$ cat src/rtl/zion_basic_circuit_lib_pkg.sv
// rtl/zion_basic_circuit_lib_pkg.sv - shared helpers for the basic circuit library
package zion_basic_circuit_lib_pkg;

    // Width needed to hold a count from 0 to n inclusive.
    function automatic int cnt_width(input int n);
        return (n < 1) ? 1 : $clog2(n + 1);
    endfunction

endpackage

$ cat src/rtl/zion_basic_circuit_lib_pipe_ctrl_stg.sv
// rtl/zion_basic_circuit_lib_pipe_ctrl_stg.sv - one pipeline stage: valid bit, ready, load enable and clear
module zion_basic_circuit_lib_pipe_ctrl_stg #(
    parameter bit CLR_ON_DRAIN = 1'b0
) (
    input  logic clk,
    input  logic rst,
    input  logic iFlush,
    input  logic iIn,
    input  logic iRdyNxt,
    output logic oRdy,
    output logic oVld,
    output logic oEn,
    output logic oClr
);

    logic vld;

    // A stage can accept when it is empty or its content moves on this edge.
    assign oRdy = !vld | iRdyNxt;
    assign oEn  = oRdy & iIn & !iFlush;
    assign oVld = vld;

    // Clear on flush; optionally clear when the content leaves and nothing replaces it.
    always_comb begin
        oClr = 1'b0;
        if (iFlush) begin
            oClr = 1'b1;
        end else if (CLR_ON_DRAIN) begin
            oClr = vld & iRdyNxt & !iIn & oRdy;
        end
    end

    // Valid bit follows the upstream valid whenever the stage is allowed to move.
    always_ff @(posedge clk or negedge rst) begin
        if (!rst) begin
            vld <= 1'b0;
        end else if (iFlush) begin
            vld <= 1'b0;
        end else if (oRdy) begin
            vld <= iIn;
        end
    end

endmodule

$ cat src/rtl/zion_basic_circuit_lib_pipe_ctrl.sv
// rtl/zion_basic_circuit_lib_pipe_ctrl.sv - valid/ready sequencer for a chain of clearable data registers
module zion_basic_circuit_lib_pipe_ctrl
    import zion_basic_circuit_lib_pkg::*;
#(
    parameter int STAGE_NUM    = 4,
    parameter int CLR_ON_DRAIN = 0
) (
    input  logic                                 clk,
    input  logic                                 rst,
    input  logic                                 iValid,
    output logic                                 oReady,
    output logic                                 oValid,
    input  logic                                 iReady,
    input  logic                                 iFlush,
    output logic [STAGE_NUM-1:0]                 oEn,
    output logic [STAGE_NUM-1:0]                 oClr,
    output logic [STAGE_NUM-1:0]                 oStgVld,
    output logic [cnt_width(STAGE_NUM)-1:0]      oCnt
);

    localparam int CW = cnt_width(STAGE_NUM);

    logic [STAGE_NUM:0]   rdy;
    logic [STAGE_NUM-1:0] stg_in;
    logic [STAGE_NUM-1:0] vld;
    logic [CW-1:0]        cnt;
    logic                 in_xfer;
    logic                 out_xfer;

    assign rdy[STAGE_NUM] = iReady;
    assign stg_in[0]      = iValid;

    for (genvar i = 0; i < STAGE_NUM; i++) begin : g_stg
        if (i > 0) begin : g_link
            assign stg_in[i] = vld[i-1];
        end
        zion_basic_circuit_lib_pipe_ctrl_stg #(
            .CLR_ON_DRAIN (CLR_ON_DRAIN != 0)
        ) u_stg (
            .clk     (clk),
            .rst     (rst),
            .iFlush  (iFlush),
            .iIn     (stg_in[i]),
            .iRdyNxt (rdy[i+1]),
            .oRdy    (rdy[i]),
            .oVld    (vld[i]),
            .oEn     (oEn[i]),
            .oClr    (oClr[i])
        );
    end

    // Flush blocks both handshakes so neither side sees a transfer.
    assign oReady   = rdy[0] & !iFlush;
    assign oValid   = vld[STAGE_NUM-1] & !iFlush;
    assign in_xfer  = iValid & oReady;
    assign out_xfer = oValid & iReady;
    assign oStgVld  = vld;
    assign oCnt     = cnt;

    // Occupancy counter tracks accepted minus delivered items.
    always_ff @(posedge clk or negedge rst) begin
        if (!rst) begin
            cnt <= '0;
        end else if (iFlush) begin
            cnt <= '0;
        end else begin
            cnt <= cnt + CW'(in_xfer) - CW'(out_xfer);
        end
    end

endmodule
$ cat config.mk
export PLATFORM = sky130hd
export DESIGN_NAME = zion_basic_circuit_lib_pipe_ctrl
export DESIGN_NICKNAME = d
export VERILOG_FILES = /design/src/rtl/zion_basic_circuit_lib_pkg.sv /design/src/rtl/zion_basic_circuit_lib_pipe_ctrl_stg.sv /design/src/rtl/zion_basic_circuit_lib_pipe_ctrl.sv
export SDC_FILE = /design/constraint.sdc
export NUM_CORES = 1
export LEC_CHECK = 0
export ABC_CLOCK_PERIOD_IN_PS = 1900
export CORE_MARGIN = 2
export CORE_UTILIZATION = 35
export CTS_BUF_LIST = sky130_fd_sc_hd__clkbuf_2 sky130_fd_sc_hd__clkbuf_4 sky130_fd_sc_hd__clkbuf_8
export CTS_CLUSTER_DIAMETER = 30
export DETAILED_ROUTE_END_ITERATION = 8
export HOLD_SLACK_MARGIN = 0.05
export PLACE_DENSITY = 0.72
export SLEW_MARGIN = 20
export SYNTH_ARGS = -nofsm -noshare
export SYNTH_HDL_FRONTEND = slang
export SYNTH_SLANG_ARGS = --single-unit
$ cat constraint.sdc
create_clock -name clk -period 1.9 [get_ports clk]
set_input_delay 0.38 -clock clk [delete_from_list [all_inputs] [get_ports clk]]
set_output_delay 0.38 -clock clk [all_outputs]
set_load 0.01 [all_outputs]
* After elaboration in Yosys (flattened, before gate mapping)
Index checks and enable logic that the tools add are counted.
** Storage, ports and cells
- Input port bits :: 5
- Register bits :: 7
- Logic and storage cells :: 42
** Cells by class
- Add/subtract/negate cells :: 2
- Multiplexer cells :: 10
- Bitwise gates (word level) :: 16
- Reduce and logical (&&, ||, !) cells :: 9
** Operators with widths (number)
- 1-bit AND :: 12
- 1-bit two-way mux :: 9
- 2-bit nonzero test :: 4
- 1-bit zero test :: 5
- 1-bit OR :: 4
- 3-bit by 1-bit adder with 3-bit output :: 1
- 3-bit two-way mux :: 1
- 3-bit by 1-bit subtractor with 3-bit output :: 1

* Logic depth before layout (Yosys ltp)
Gate-level depths: netlist of run 1.
- Word-level depth :: 10
- Mapped depth :: 9
- Gate-level depth less buffers :: 9

* Hierarchy
Synthesis of run 1 repeated with hierarchy kept, for this count alone.
** Unflattened totals
- Cells, all modules :: 40
- Area total of the unflattened synthesis :: 456.7 um2
** Modules (own cells, without submodules)
- zion_basic_circuit_lib_pipe_ctrl_stg :: instances 4, cells an instance 6, area an instance 67.6 um2
- zion_basic_circuit_lib_pipe_ctrl :: instances 1, cells an instance 16, area an instance 186.4 um2

* Worst setup path before layout of run 1
Ideal clock, no wire load.
- Path type :: flip-flop to flip-flop
- From :: register g_stg[1].u_stg.vld
- To :: register cnt[2] (netlist: oCnt[2])
- Data arrival time :: 1.826 ns
- Slack :: -0.047 ns
- Required time :: 1.779 ns
- Stages on the path, launching flop included :: 10
- Period minus slack after synthesis :: 1.947 ns
- Buffers on the path :: 0
- Cell sequence :: dfrtp_1 > and4b_4 > a21o_1 > ha_1 > inv_1 > ha_1 > inv_1 > fa_1 > xnor3_1 > nor2_1
** On the way
- Longest elaborated chain between the ends :: 8
** Ends and longest elaborated chain
- start: declaration :: RTL line zion_basic_circuit_lib_pipe_ctrl_stg.sv:16 : logic vld;
- start signal: assignment :: RTL line zion_basic_circuit_lib_pipe_ctrl_stg.sv:40 : vld <= iIn;
- 1-bit zero test :: RTL line zion_basic_circuit_lib_pipe_ctrl_stg.sv:19 : assign oRdy = !vld | iRdyNxt;
- 1-bit OR (2 in a row) :: RTL line zion_basic_circuit_lib_pipe_ctrl_stg.sv:19
- 1-bit AND :: RTL line zion_basic_circuit_lib_pipe_ctrl.sv:53 : assign oReady = rdy[0] & !iFlush;
- 1-bit AND :: RTL line zion_basic_circuit_lib_pipe_ctrl.sv:55 : assign in_xfer = iValid & oReady;
- 3-bit by 1-bit adder with 3-bit output :: RTL line zion_basic_circuit_lib_pipe_ctrl.sv:67 : cnt <= cnt + CW'(in_xfer) - CW'(out_xfer);
- 3-bit by 1-bit subtractor with 3-bit output :: RTL line zion_basic_circuit_lib_pipe_ctrl.sv:67
- 3-bit two-way mux :: RTL line zion_basic_circuit_lib_pipe_ctrl.sv:64 : end else if (iFlush) begin
- end signal: assignment :: RTL line zion_basic_circuit_lib_pipe_ctrl.sv:67
- end: declaration :: RTL line zion_basic_circuit_lib_pipe_ctrl.sv:26 : logic [CW-1:0] cnt;
Every way passes these cells.
A chain may end at the register's enable or synchronous reset.

* Worst setup path in the final report of run 1
- From :: register g_stg[3].u_stg.vld
- To :: register cnt[2] (netlist: oCnt[2])
** On the way
- Longest elaborated chain between the ends :: 10
- Elaborated cells between the ends (all ways) :: 12
** Ends and longest elaborated chain (RTL line)
- start: declaration :: zion_basic_circuit_lib_pipe_ctrl_stg.sv:16
- start signal: assignment :: zion_basic_circuit_lib_pipe_ctrl_stg.sv:40
- 1-bit zero test :: zion_basic_circuit_lib_pipe_ctrl_stg.sv:19
- 1-bit OR (4 in a row) :: zion_basic_circuit_lib_pipe_ctrl_stg.sv:19
- 1-bit AND :: zion_basic_circuit_lib_pipe_ctrl.sv:53
- 1-bit AND :: zion_basic_circuit_lib_pipe_ctrl.sv:55
- 3-bit by 1-bit adder with 3-bit output :: zion_basic_circuit_lib_pipe_ctrl.sv:67
- 3-bit by 1-bit subtractor with 3-bit output * :: zion_basic_circuit_lib_pipe_ctrl.sv:67
- 3-bit two-way mux * :: zion_basic_circuit_lib_pipe_ctrl.sv:64
Every way passes the cells marked *; elsewhere a longest branch is shown, timed or not.

==> key figures, run 1 <==
Outcome
  • Status: finished with violations
  • Failing checks: negative setup slack

Timing
  • Slew Limit Headroom: 77.2%
  • Maximum clock frequency: 0.520 GHz
  • Final hold violations: 0
  • Fin crit share: 101%
  • Setup tns final: -0.0330 ns
  • Max Slew Vio Count: 0
  • Slew @ Worst Pin: 0.341 ns
  • Final Critical Period: 1.92 ns
  • Setup violations, final: 2
  • Layout Skew: 0.00279 ns
  • Final worst slack: -0.0213 ns
  • Unrepaired setup endpoints after global routing: true

Synth
  • Mapped cell area: 497 um^2
  • Mean Syn Cell Area: 10.3 um^2
  • Yosys warns: 0
  • Post-synth net total: 56
  • Post-synthesis cell type count: 21
  • Synth Register Bits: 7
  • Sequential area share after synthesis: 35.3%
  • Syn Inst Count: 48

Global routing
  • Vias in the first global route: 398
  • Largest net degree at the start of global routing: 8
  • Total GRT Usage: 13.0%
  • First-pass GRT wire length: 1.72 mm
  • Total global routing overflow: 0
  • Initial antenna violation count: 0

Route
  • DRC viols: 0
  • DR pass1 iterations: 4
  • Vias per cell: 4.41
  • Final antenna-violating net count: 0
  • Average wire per standard cell: 11.2 um
  • Initial DRC Count: 3
  • Vias: 397
  • Final wirelength: 1.01 mm

Pwr
  • Pleak: 0.000383 uW
  • Power density over the cells: 539 nW/um^2
  • VDD IR-drop max: 0.000459 V

Cells and area
  • Filler Cell Count: 114
  • Layout cells sized above 1: 40.0%
  • Final core utilization: 56.8%
  • Design Area, Final: 748 um^2
  • # diodes: 0
  • Final net count: 84
  • P&R area growth vs syn: 50.6%

Floorplanning
  • Die Width: 41.7 um
  • I/O pins: 22
  • Initial Utilization: 37.7%
  • Die area: 1740 um^2
  • Row count: 13
  • Placeable Area: 1320 um^2
  • Die Ht: 41.7 um

Clock network
  • Total clock sinks: 7
  • H-tree Lvls: 1
  • Hold_buf cts: 0
  • CTS Root Buffer Type: clkbuf_4
  • Cts bufs inserted: 3
  • Max Buffers Root-to-Sink: 2
  • Worst-path clk slew: 0.06 ns
  • CTS tree: done
  • Worst-skew pair later-pin latency: 0.26 ns

Place
  • HPWL after DPL: 816 um
  • IO buf count: 21
  • Placed cell areas: 723 um^2
  • Placer congestion estimate: 0.714

Critical path
  • Critical Path End Type: register
  • CP Max Fanout: 3
  • CP Launch Type: register
  • CP cell instances: and4b_4 > a21o_1 > ha_1 > inv_1 > ha_2 > inv_2 > fa_2 > xnor3_1 > nor2_1
  • Critical Path RT: 2.05 ns
  • WS Path Type: reg -> reg
  • Critical Path AT: 2.07 ns
  • Worst stage delay on the critical path: 0.40 ns
  • R2R Setup Slk: -0.02 ns
  • Slowest-stage cell, CP: dfrtp_1

Flow run
  • Max-cap violation count: 0

Hold path
  • Hold WC Path Type: in -> async
==> cell usage after synthesis (all sizes together) <==
master	n	area (um^2)
a21o	1	7.51
a21oi	3	15.0
and2	1	6.26
and3b	1	8.76
and4b	1	13.8
buf	13	95.1
dfrtp	7	175
fa	1	20.0
ha	2	25.0
inv	3	11.3
nand2b	2	12.5
nand4b	1	8.76
nor2	3	11.3
nor2b	3	18.8
nor3b	2	20.0
o21ai	1	5.00
o21ba	2	20.0
xnor3	1	22.5
==> layout by cell type (no fill, tap or decap), types with 2 or more instances in the layout <==
master           count
clkdlybuf4s50_1     13
buf_2                4
a21oi_1              3
buf_4               15
nor2b_1              3
clkbuf_4             3
nand2b_1             2
nor2_1               3
inv_1                2
dlygate4sd2_1        2
dfrtp_1              7
==> through the flow <==
stage	total power [uW]	hold slack [ns]	cells	setup slack, ns
final	403	0.388	90	-0.0213
after global routing	428	0.408	90	-0.103
after CTS	414	0.388	90	-0.0516
after detailed placement	269	0.605	83	-0.576
after global placement	267	0.602	83	-0.562
after floorplan	219	0.0844	48	0.00988
==> final timing paths <==
path | startpoint | end | depth (start not counted)
max | g_stg[3].u_stg.oVld | oCnt[2] | 9
min | rst | oCnt[2] | 1
max reg2reg | g_stg[3].u_stg.oVld | oCnt[2] | 9
min reg2reg | g_stg[1].u_stg.oVld | g_stg[2].u_stg.oVld | 2
max in group asynchronous | rst | g_stg[0].u_stg.oVld | 1
min in group clk | iReady | g_stg[1].u_stg.oVld | 3
==> critical path: cells and delay by family (launching register included) <==
kind / cells / cell delay, ns
AO/OA/AOI/OAI: 1 / 0.15
XOR/XNOR: 1 / 0.20
adder cells (fa/ha/maj): 3 / 0.75
buffers and inverters: 2 / 0.09
flip-flops: 1 / 0.40
AND/OR/NAND/NOR: 2 / 0.24
==> routing by layer <==
| metal | wire length [um] | global-route usage (%) | vias to the layer above |
|---|---|---|---|
| met3 | 34 | 2.61 | 2 |
| met2 | 506 | 22.2 | 11 |
| li1 | - | - | 201 |
| met5 | 0 | 0 | - |
| met1 | 449 | 14.8 | 183 |
| met4 | 19 | 7.74 | 0 |
==> registers in the layout, summed over array words and instances (netlist names) <==
| name | cells |
|---|---|
| oCnt | 3 |
| g_stg.u_stg.oVld | 4 |
==> logic make-up (layout without fill, tap and decap cells) <==
logic type	Yosys count	in the layout	share of synthesized area, %
AND/OR/NAND/NOR	14	14	20.2
AO/OA/AOI/OAI	7	7	9.57
buffers and inverters	16	43	21.4
flip-flops	7	7	35.3
adder cells (fa/ha/maj)	3	3	9.07
XOR/XNOR	1	1	4.53
==> what timing repair did <==
| action | in CTS | in global routing |
|---|---|---|
| setup endpoints to repair | 12 | 7 |
| resized for setup | 20 | 5 |
| pin swaps | 0 | 2 |
| buffers inserted | 3 | 0 |
| endpoints found under the hold margin | 0 | 0 |
==> report_power, final <==
| group | internal (uW) | switching [uW] | leakage, uW | total (uW) |
|---|---|---|---|---|
| clock | 77.4 | 64.0 | 0.0000177 | 141 |
| sequential | 158 | 6.10 | 0.0000946 | 164 |
| combinational | 60.4 | 37.8 | 0.000271 | 98.1 |
==> layout make-up <==
cell class	instances	area, um^2	area share (%)
Clock buffer	3	22.5	3.01
Clock inverter	1	5.00	0.669
Inverter	3	11.3	1.51
Multi-Input combinational cell	25	220	29.4
Sequential cell	7	175	23.4
Tap cell	15	18.8	2.51
Timing Repair Buffer	36	295	39.5
Note: power is estimated with default switching activity, not from simulation.
==> inputs of run 2 (changes only) <==
Settings changed: CORE_UTILIZATION 35 to 38, PLACE_DENSITY 0.72 to 0.77.
==> run 2 against run 1 <==
  * The run still ends with negative setup slack left
  * Critical path depth is the same
  * Global-route usage rose by 1.5 points
  * Register-to-register slack barely moved
  * Worst setup slack worse by 0.0036 ns
  * Combinational power is 0.9% lower
  * Routed wire length decreased by 4.6%
  * Sequential power about the same
  * Critical endpoint unchanged
  * Cell count down 4.4%
  * Hold slack got worse by 0.0033 ns
  * Sequential share of layout area up 0.52 points
  * Core utilization rose by 1.7 points
==> key figures, run 2 (same netlist as run 1, synthesis figures left out) <==
Timing
  • Unrepaired setup endpoints after global routing: true
  • Final hold violations: 0 (unchanged)
  • Slew @ Worst Pin: 0.321 ns (-0.0207 ns)
  • Maximum clock frequency: 0.519 GHz (-0.19%)
  • Setup tns final: -0.0372 ns (-0.00416 ns)
  • Max Slew Vio Count: 0 (unchanged)
  • Final hold slack: 0.385 ns (-0.00325 ns)
  • Final Critical Period: 1.92 ns (+0.00362 ns)
  • Final worst slack: -0.0250 ns (-0.00362 ns)
  • Layout Skew: 0.00566 ns (+0.00287 ns)
  • Setup violations, final: 2 (unchanged)
  • Slew Limit Headroom: 78.6% (+1.4 points)
  • Fin crit share: 101% (+0.19 points)

Global routing
  • Initial antenna violation count: 0 (unchanged)
  • Vias in the first global route: 372 (-6.5%)
  • Total global routing overflow: 0 (unchanged)
  • First-pass GRT wire length: 1.46 mm (-15%)
  • Largest net degree at the start of global routing: 9 (+1)
  • Total GRT Usage: 14.5% (+1.5 points)

Cells and area
  • Design Area, Final: 732 um^2 (-2.2%)
  • Most frequent cells in the layout: 13 x clkdlybuf4s50_1, 11 x buf_4, 7 x dfrtp_1
  • P&R area growth vs syn: 47.4%
  • Layout cells sized above 1: 35.2% (-4.8 points)
  • Commonest non-fill, non-tap cell in the layout: clkdlybuf4s50_1
  • Largest register FFs: 4 (unchanged)
  • # diodes: 0 (unchanged)
  • Final net count: 80 (-4.8%)
  • Final non-filler cell total: 86 (-4.4%)

Route
  • DR pass1 iterations: 3 (-1)
  • Final antenna-violating net count: 0 (unchanged)
  • Vias per cell: 4.50 (+2.0%)
  • Average wire per standard cell: 11.2 um (-0.12%)
  • DRC viols: 0 (unchanged)
  • Vias: 387 (-2.5%)
  • Final wirelength: 963 um (-4.6%)
  • Initial DRC Count: 6 (+3)

Place
  • HPWL after DPL: 743 um (-8.9%)
  • IO buf count: 21 (unchanged)
  • Placed cell areas: 708 um^2 (-2.1%)
  • Placed cell count: 81 (-2.4%)
  • Placer congestion estimate: 0.720 (+0.81%)

Clock network
  • Hold_buf cts: 0 (unchanged)
  • Worst-skew pair later-pin latency: 0.25 ns (about the same)
  • Cts bufs inserted: 3 (unchanged)
  • Total clock sinks: 7 (unchanged)
  • CTS Root Buffer Type: clkbuf_4
  • CTS tree: done
  • Max Buffers Root-to-Sink: 2 (unchanged)
  • H-tree Lvls: 1 (unchanged)
  • Worst-path clk slew: 0.06 ns (about the same)

Critical path
  • Critical Path End Type: register
  • Critical Path AT: 2.07 ns (about the same)
  • Reg2reg start: g_stg[3].u_stg.oVld
  • CP startpoint: g_stg[3].u_stg.oVld
  • CP Launch Type: register
  • CP Max Fanout: 3 (unchanged)
  • Critical Path RT: 2.05 ns (about the same)
  • CP cell instances: and4b_4 > a21o_1 > ha_1 > inv_1 > ha_2 > inv_2 > fa_2 > xnor3_1 > nor2_1
  • WS Path Type: reg -> reg
  • Worst stage delay on the critical path: 0.39 ns (about the same)
  • Slowest-stage cell, CP: dfrtp_1
  • R2R Setup Slk: -0.02 ns (about the same)

Floorplanning
  • Die area: 1610 um^2 (-7.1%)
  • Die Ht: 40.2 um (-3.6%)
  • Row count: 13 (unchanged)
  • Initial Utilization: 39.7% (+2.0 points)
  • Placeable Area: 1250 um^2 (-4.9%)
  • Die Width: 40.2 um (-3.6%)
  • I/O pins: 22 (unchanged)

Pwr
  • VDD IR-drop max: 0.000394 V (-14%)
  • Power density over the cells: 540 nW/um^2 (+0.15%)
  • Pleak: 0.000374 uW (-2.3%)

Flow run
  • Max-cap violation count: 0 (unchanged)

Hold path
  • Hold WC Path Type: in -> async

Outcome
  • Failing checks: negative setup slack
  • Status: finished with violations
run 2: cell count changes in the layout (fill, tap and decap cells not counted), sizes merged:
cell	before	now
dlygate4sd2	2	5
clkbuf	4	6
buf	19	11
clkdlybuf4s15	1	0
run 2: worst max-delay path, delay by kind of cell, from the launching register on:
family                     cells  cell delay, ns
xor gates and xnor gates       1            0.20
DFF                            1            0.39
adders and majority gates      3            0.75
buffers and inverters          2            0.10
AOI/OAI and AO/OA              1            0.15
and+or+nand+nor                2            0.23
run 2: layout make-up:
type / instances / area (um^2)
repair buffers: 32 / 272
inverters: 3 / 11.3
well taps: 15 / 18.8
multi-input cells: 25 / 228
flip-flops and latches: 7 / 175
fillers: 120 / 520
clock inverters: 1 / 5.00
clock buffers: 3 / 22.5
run 2: final timing paths:
| kind | cells past startpoint | endpoint |
|---|---|---|
| min in group clk | 3 | g_stg[1].u_stg.oVld |
| max in group asynchronous | 1 | g_stg[0].u_stg.oVld |
| min | 1 | oCnt[1] |
| max | 9 | oCnt[2] |
| min reg2reg | 2 | g_stg[2].u_stg.oVld |
| max reg2reg | 9 | oCnt[2] |
run 2: per-stage QoR:
| stage | worst slack (ns) | util [%] | total power (uW) |
|---|---|---|---|
| floorplan | 0.00988 | - | 219 |
| global placement | -0.544 | 56.5 | 263 |
| detailed placement | -0.575 | 56.5 | 266 |
| CTS | -0.0484 | 58.8 | 404 |
| global route | -0.104 | 58.4 | 417 |
| finish | -0.0250 | 58.4 | 395 |
run 2: per-layer routing:
layer	routed length, um	track usage (%)	share of wire, %	vias up
met4	0	10.3	0	0
met2	508	23.0	53	10
li1	-	-	-	192
met5	0	0	0	-
met3	52	4.44	5.4	0
met1	402	16.3	42	185
run 2: repair_timing:
action / 4_1_cts / 5_1_grt
resized for setup: 12 / 5
setup buffers: 0 / 1
pin swaps: 1 / 0
endpoints found under the setup margin: 12 / 3
run 2: where the power goes:
group / switching (uW) / internal (uW) / leakage [uW]
Combinational: 38.4 / 58.8 / 0.000262
Clock: 57.5 / 77.0 / 0.0000177
Sequential: 5.76 / 158 / 0.0000946
Total: 102 / 293 / 0.000374
